===== config.mk =====
export PLATFORM = sky130hd
export DESIGN_NAME = traffic_request_sensor
export DESIGN_NICKNAME = d
export VERILOG_FILES = /design/src/rtl/traffic_request_sensor.sv
export SDC_FILE = /design/constraint.sdc
export NUM_CORES = 1
export LEC_CHECK = 0
export BUFFER_PORTS_ARGS = -buffer_cell sky130_fd_sc_hd__buf_2
export CAP_MARGIN = 20
export CELL_PAD_IN_SITES_DETAIL_PLACEMENT = 1
export CELL_PAD_IN_SITES_GLOBAL_PLACEMENT = 1
export CORE_ASPECT_RATIO = 1.4
export CORE_UTILIZATION = 43
export DETAILED_ROUTE_END_ITERATION = 10
export PLACE_DENSITY_LB_ADDON = 0.1
export SYNTH_ARGS = -nofsm -noshare
export SYNTH_HDL_FRONTEND = slang
export SYNTH_SLANG_ARGS = --single-unit

===== constraint.sdc =====
create_clock -name clk -period 3.5 [get_ports clk]
set_clock_uncertainty 0.2 [all_clocks]
set_input_delay 0.875 -clock clk [delete_from_list [all_inputs] [get_ports clk]]
set_output_delay 0.875 -clock clk [all_outputs]
set_load 0.01 [all_outputs]

===== src/rtl/traffic_request_sensor.sv =====
// Purpose: vehicle-detector front end; synchronises and debounces four lane sensors, latches a request per lane until that lane's green is seen, and flags lanes waiting too long.
// Latency: sensor_raw rise -> req rise is 3+DEBOUNCE_CYCLES edges; green_obs rise -> req fall is 3 edges; pending_cnt/any_urgent are cycle-aligned with req/urgent.
// Backpressure: none; ena=0 freezes synchronisers, lane FSMs, counters and outputs.
//
// Ports:
//   clk          system clock
//   rst_n        synchronous active-low reset; takes priority over ena
//   ena          clock enable, 0 holds all state
//   sensor_raw   asynchronous raw lane detectors, bit i = lane i
//   green_obs    asynchronous observed green per lane, from the controller
//   req          latched request per lane, to the controller
//   urgent       lane has been pending for MAX_WAIT cycles (saturated)
//   pending_cnt  number of lanes currently requesting (0..4)
//   any_urgent   OR of urgent
module traffic_request_sensor #(
    parameter logic [15:0] DEBOUNCE_CYCLES = 16'd1000,
    parameter logic [23:0] MAX_WAIT        = 24'd10_000_000
) (
    input  logic       clk,
    input  logic       rst_n,
    input  logic       ena,
    input  logic [3:0] sensor_raw,
    input  logic [3:0] green_obs,
    output logic [3:0] req,
    output logic [3:0] urgent,
    output logic [2:0] pending_cnt,
    output logic       any_urgent
);

    localparam int NUM_LANES = 4;

    typedef enum logic [1:0] {
        ST_IDLE    = 2'd0,
        ST_QUAL    = 2'd1,
        ST_PENDING = 2'd2,
        ST_SERVED  = 2'd3
    } lane_state_e;

    // Two-flop synchronisers for both asynchronous buses.
    logic [3:0] s_meta_q, s_meta_d;
    logic [3:0] s_sync_q, s_sync_d;
    logic [3:0] g_meta_q, g_meta_d;
    logic [3:0] g_sync_q, g_sync_d;

    // Per-lane state and counters.
    lane_state_e state_q [NUM_LANES];
    lane_state_e state_d [NUM_LANES];
    logic [15:0] dcnt_q  [NUM_LANES];
    logic [15:0] dcnt_d  [NUM_LANES];
    logic [23:0] wcnt_q  [NUM_LANES];
    logic [23:0] wcnt_d  [NUM_LANES];

    // Aggregate outputs, registered from next-state values so they line up with req/urgent.
    logic [2:0] pending_cnt_q, pending_cnt_d;
    logic       any_urgent_q,  any_urgent_d;

    logic [3:0] req_nxt;
    logic [3:0] urgent_nxt;

    // ------------------------------------------------------------------
    // Synchroniser next-state
    // ------------------------------------------------------------------
    always_comb begin
        s_meta_d = s_meta_q;
        s_sync_d = s_sync_q;
        g_meta_d = g_meta_q;
        g_sync_d = g_sync_q;
        if (ena) begin
            s_meta_d = sensor_raw;
            s_sync_d = s_meta_q;
            g_meta_d = green_obs;
            g_sync_d = g_meta_q;
        end
    end

    // ------------------------------------------------------------------
    // Lane FSMs: next-state and counters
    // ------------------------------------------------------------------
    always_comb begin
        for (int i = 0; i < NUM_LANES; i++) begin
            state_d[i] = state_q[i];
            dcnt_d[i]  = dcnt_q[i];
            wcnt_d[i]  = wcnt_q[i];

            if (ena) begin
                unique case (state_q[i])
                    ST_IDLE: begin
                        // A sensor hit while the lane already has green is not a request.
                        if (s_sync_q[i] && !g_sync_q[i]) begin
                            state_d[i] = ST_QUAL;
                            dcnt_d[i]  = 16'd0;
                        end
                    end
                    ST_QUAL: begin
                        // Green wins over both bounce rejection and debounce completion.
                        if (g_sync_q[i]) begin
                            state_d[i] = ST_SERVED;
                        end else if (!s_sync_q[i]) begin
                            state_d[i] = ST_IDLE;
                        end else if (dcnt_q[i] == DEBOUNCE_CYCLES - 16'd1) begin
                            state_d[i] = ST_PENDING;
                            wcnt_d[i]  = 24'd0;
                        end else begin
                            dcnt_d[i] = dcnt_q[i] + 16'd1;
                        end
                    end
                    ST_PENDING: begin
                        // Request is latched: the sensor is ignored until green is seen.
                        if (g_sync_q[i]) begin
                            state_d[i] = ST_SERVED;
                            wcnt_d[i]  = 24'd0;
                        end else if (wcnt_q[i] != MAX_WAIT) begin
                            wcnt_d[i] = wcnt_q[i] + 24'd1;
                        end
                    end
                    ST_SERVED: begin
                        // Wait out the green so a car still on the loop cannot re-latch.
                        if (!g_sync_q[i]) begin
                            state_d[i] = ST_IDLE;
                        end
                    end
                    default: begin
                        state_d[i] = ST_IDLE;
                    end
                endcase
            end
        end
    end

    // ------------------------------------------------------------------
    // Next-state decode of per-lane outputs, feeding the aggregate registers
    // ------------------------------------------------------------------
    always_comb begin
        pending_cnt_d = 3'd0;
        for (int i = 0; i < NUM_LANES; i++) begin
            req_nxt[i]    = (state_d[i] == ST_PENDING);
            urgent_nxt[i] = (state_d[i] == ST_PENDING) && (wcnt_d[i] == MAX_WAIT);
            pending_cnt_d = pending_cnt_d + {2'b00, req_nxt[i]};
        end
        any_urgent_d = |urgent_nxt;
    end

    // ------------------------------------------------------------------
    // State registers
    // ------------------------------------------------------------------
    always_ff @(posedge clk) begin
        if (!rst_n) begin
            s_meta_q      <= 4'd0;
            s_sync_q      <= 4'd0;
            g_meta_q      <= 4'd0;
            g_sync_q      <= 4'd0;
            pending_cnt_q <= 3'd0;
            any_urgent_q  <= 1'b0;
            for (int i = 0; i < NUM_LANES; i++) begin
                state_q[i] <= ST_IDLE;
                dcnt_q[i]  <= 16'd0;
                wcnt_q[i]  <= 24'd0;
            end
        end else begin
            s_meta_q      <= s_meta_d;
            s_sync_q      <= s_sync_d;
            g_meta_q      <= g_meta_d;
            g_sync_q      <= g_sync_d;
            pending_cnt_q <= pending_cnt_d;
            any_urgent_q  <= any_urgent_d;
            for (int i = 0; i < NUM_LANES; i++) begin
                state_q[i] <= state_d[i];
                dcnt_q[i]  <= dcnt_d[i];
                wcnt_q[i]  <= wcnt_d[i];
            end
        end
    end

    // ------------------------------------------------------------------
    // Outputs, decoded from registered state only
    // ------------------------------------------------------------------
    always_comb begin
        for (int i = 0; i < NUM_LANES; i++) begin
            req[i]    = (state_q[i] == ST_PENDING);
            urgent[i] = (state_q[i] == ST_PENDING) && (wcnt_q[i] == MAX_WAIT);
        end
    end

    assign pending_cnt = pending_cnt_q;
    assign any_urgent  = any_urgent_q;

endmodule

==> results.yml <==
clocking:
  clk_pin_slew_ns: 0.08
  cts_hold_buf: 0
  insertion_delay_ns: 0.46
  cts_tree: "built"
  htree_levels: 4
  cts_buffers: 17
  clock_tree.root_cell: "clkbuf_16"
  cts_sinks: 188
  cts_buffer_depth: 2
floorplan:
  start_util: 0.438
  die_y_um: 195
  die_w_um: 140
  rows: 70
  die-area_um2: 27300
  coreArea_um2: 26100
  ios: 23
setup_path:
  required_ns: 3.65
  setup.worst_path.end_class: "flop"
  start_kind: "flop"
  worstPathMaxFanout: 3
  r2r_cells: 11
  cp.arrival_ns: 3.58
  criticalPathCategory: "reg2reg"
global_route:
  grt_overflow_total: 0
  grt_start_max_net_pins: 87
  grt_usage: 0.279
  grt_pass1_wl_um: 61600
  antenna_found_initial: 1
  grt_pass1_vias: 12300
placed_design:
  routabilityCongestion: 0.876
  pre_cts_slack_ns: -0.0447
  numPortBuffers: 22
  hpwl_um: 27400
sta:
  fin_hold_ws_ns: 0.305
  hold_viol: 0
  period_minus_slack_ns: 3.43
  maxSlewHeadroom: 0.289
  finalMaxSlewViolations: 0
  fin_setup_tns_ns: 0
  max_freq_ghz: 0.291
  fin_ws_ns: 0.0656
  setup_viol: 0
  period_share: 0.981
  tightest_slew_ns: 1.07
synth:
  synth_top_area_share: 0.329
  synthTopCellsByArea: "dfxtp_1 33%, nor2_1 6.4%, nand2_1 4.4%, a21oi_1 4.0%, o21ai_0 3.8%"
  synth-seq-cells: 188
  synth_top_flop_cell: "dfxtp_1"
  async_flop_share: 0
  mappedNetlistArea_um2: 11400
  yosysTopAreaCell: "dfxtp_1"
  ys_types: 76
  avgSynthCellArea_um2: 7.62
  seq_area_frac_synth: 0.329
  syn_inst: 1500
  synth_edf_count: 0
  ys_top_cells_by_count: "195 x nor2_1, 188 x dfxtp_1, 134 x nand2_1"
  synth.most_common_cell: "nor2_1"
  ys_warn_count: 0
  synth_fp_nets: 1543
pwr:
  cellLeakagePower_nw: 4.85
  power.density_nw_per_um2: 321
  worst_ir_drop_vdd_uv: 354
layout:
  layout.nets: 1616
  drive_above_1_share: 0.139
  area_growth_pct: 16.1
  fillers: 3240
  final_core_util: 0.509
hold_path:
  whs_path_depth: 2
  hold_path.class: "reg2reg"
drt:
  drt_wl_total_um: 37400
  drtAntennaViolNets: 0
  dr.pass1.iters: 8
  wl_per_cell_um: 19.6
  drt_iter0_drc: 438
  vias: 11700
  drc: 0
  avgViaCountPerCell: 6.12
outcome:
  status: "finished, final reports clean"
flow_run:
  cap_viol_max_count: 0
-- placed cells by master (no fill, tap or decap), types with 6 or more instances in the layout --
| cell type | n |
|---|---|
| clkbuf_16 | 17 |
| nor3b_1 | 7 |
| o21ai_0 | 86 |
| inv_1 | 40 |
| nor4b_1 | 10 |
| and2_1 | 44 |
| nand4_1 | 57 |
| nand2b_1 | 11 |
| nand3b_1 | 7 |
| a22oi_1 | 6 |
| or4_1 | 11 |
| dfxtp_1 | 185 |
| and4b_1 | 6 |
| a21oi_1 | 90 |
| nand4b_1 | 7 |
| ha_1 | 29 |
| buf_4 | 116 |
| a21o_1 | 9 |
| buf_2 | 22 |
| and4_1 | 16 |
| xnor2_1 | 15 |
| a41oi_1 | 7 |
| o21a_1 | 11 |
| and3_1 | 31 |
| nand2_1 | 134 |
| nand3_1 | 54 |
| a31oi_1 | 26 |
| o22ai_1 | 10 |
| or3_1 | 20 |
| xor2_1 | 46 |
| o211ai_1 | 13 |
| nor4_1 | 27 |
| nor2b_1 | 14 |
| nor2_1 | 195 |
| nor3_1 | 40 |
| a211oi_1 | 15 |
| mux2i_1 | 17 |
-- per-layer routing --
metal,vias up,GRT usage,part of all wire
met1,5787,0.295,0.40
met2,186,0.543,0.54
met3,78,0.0360,0.026
li1,5639,-,-
met4,0,0.122,0.032
met5,-,0,0
-- per-stage QoR --
stage | instances | cell area, um2 | power (mW)
2_1_floorplan | 1500 | 11400 | 2.29
3_3_place_gp | 1874 | 12600 | 2.36
3_5_place_dp | 1874 | 12600 | 2.36
4_1_cts | 1906 | 13200 | 4.32
5_1_grt | 1911 | 13300 | 4.41
6_report | 1911 | 13300 | 4.26
-- report_power, final --
group | switching, mW | total [mW] | internal [mW]
Clock | 0.996 | 1.95 | 0.952
Sequential | 0.0120 | 2.16 | 2.15
Combinational | 0.101 | 0.153 | 0.0520
Total | 1.11 | 4.26 | 3.15
-- path summary, 6_finish.rpt --
check | start | to | slack (ns)
max | dcnt_q[3][14]$_SDFFE_PN0P_ | pending_cnt[1]$_SDFF_PN0_ | 0.07
min reg2reg | dcnt_q[2][7]$_SDFFE_PN0P_ | dcnt_q[2][7]$_SDFFE_PN0P_ | 0.31
min | dcnt_q[2][7]$_SDFFE_PN0P_ | dcnt_q[2][7]$_SDFFE_PN0P_ | 0.31
max reg2reg | dcnt_q[3][14]$_SDFFE_PN0P_ | pending_cnt[1]$_SDFF_PN0_ | 0.07
-- logic make-up after synthesis --
| group | Yosys count | share of synthesized area |
|---|---|---|
| AOI/OAI and AO/OA | 347 | 0.195 |
| adders and majority gates | 32 | 0.0357 |
| xor gates and xnor gates | 61 | 0.0467 |
| muxes | 19 | 0.0168 |
| DFF | 188 | 0.329 |
| and+or+nand+nor | 722 | 0.333 |
| buffers and inverters | 131 | 0.0437 |
-- registers in the layout, indices dropped and copies added, names as in the netlist --
name         count
wcnt_q          96
dcnt_q          64
state_q          8
g_meta_q         4
g_sync_q         4
s_meta_q         4
s_sync_q         4
pending_cnt      3
any_urgent       1
-- worst max-delay path: stages (launching register included) --
cell	delay (ns)
dfxtp_2	0.34
or4_4	0.56
nor4_4	0.29
buf_4	0.16
nor2_1	0.07
o41ai_2	0.41
nand2_1	0.15
inv_2	0.08
fa_1	0.44
ha_2	0.21
ha_1	0.26
and2_1	0.16
-- final cells by class --
class / instances / area (um2) / area share
Tap cell: 324 / 405 / 0.0305
Clock buffer: 17 / 425 / 0.0321
Timing Repair Buffer: 143 / 1080 / 0.0814
Sequential cell: 188 / 3770 / 0.284
Inverter: 42 / 159 / 0.0120
Antenna cell: 1 / 2.50 / 0.000189
Multi-Input combinational cell: 1181 / 7280 / 0.548
Clock inverter: 15 / 154 / 0.0116
-- what timing repair did --
action | CTS | global route
setup endpoints to repair | 4 | 5
pin swaps | 0 | 8
buffers inserted | 0 | 4
gates resized for setup | 8 | 16
(Power assumes the default switching activity.)
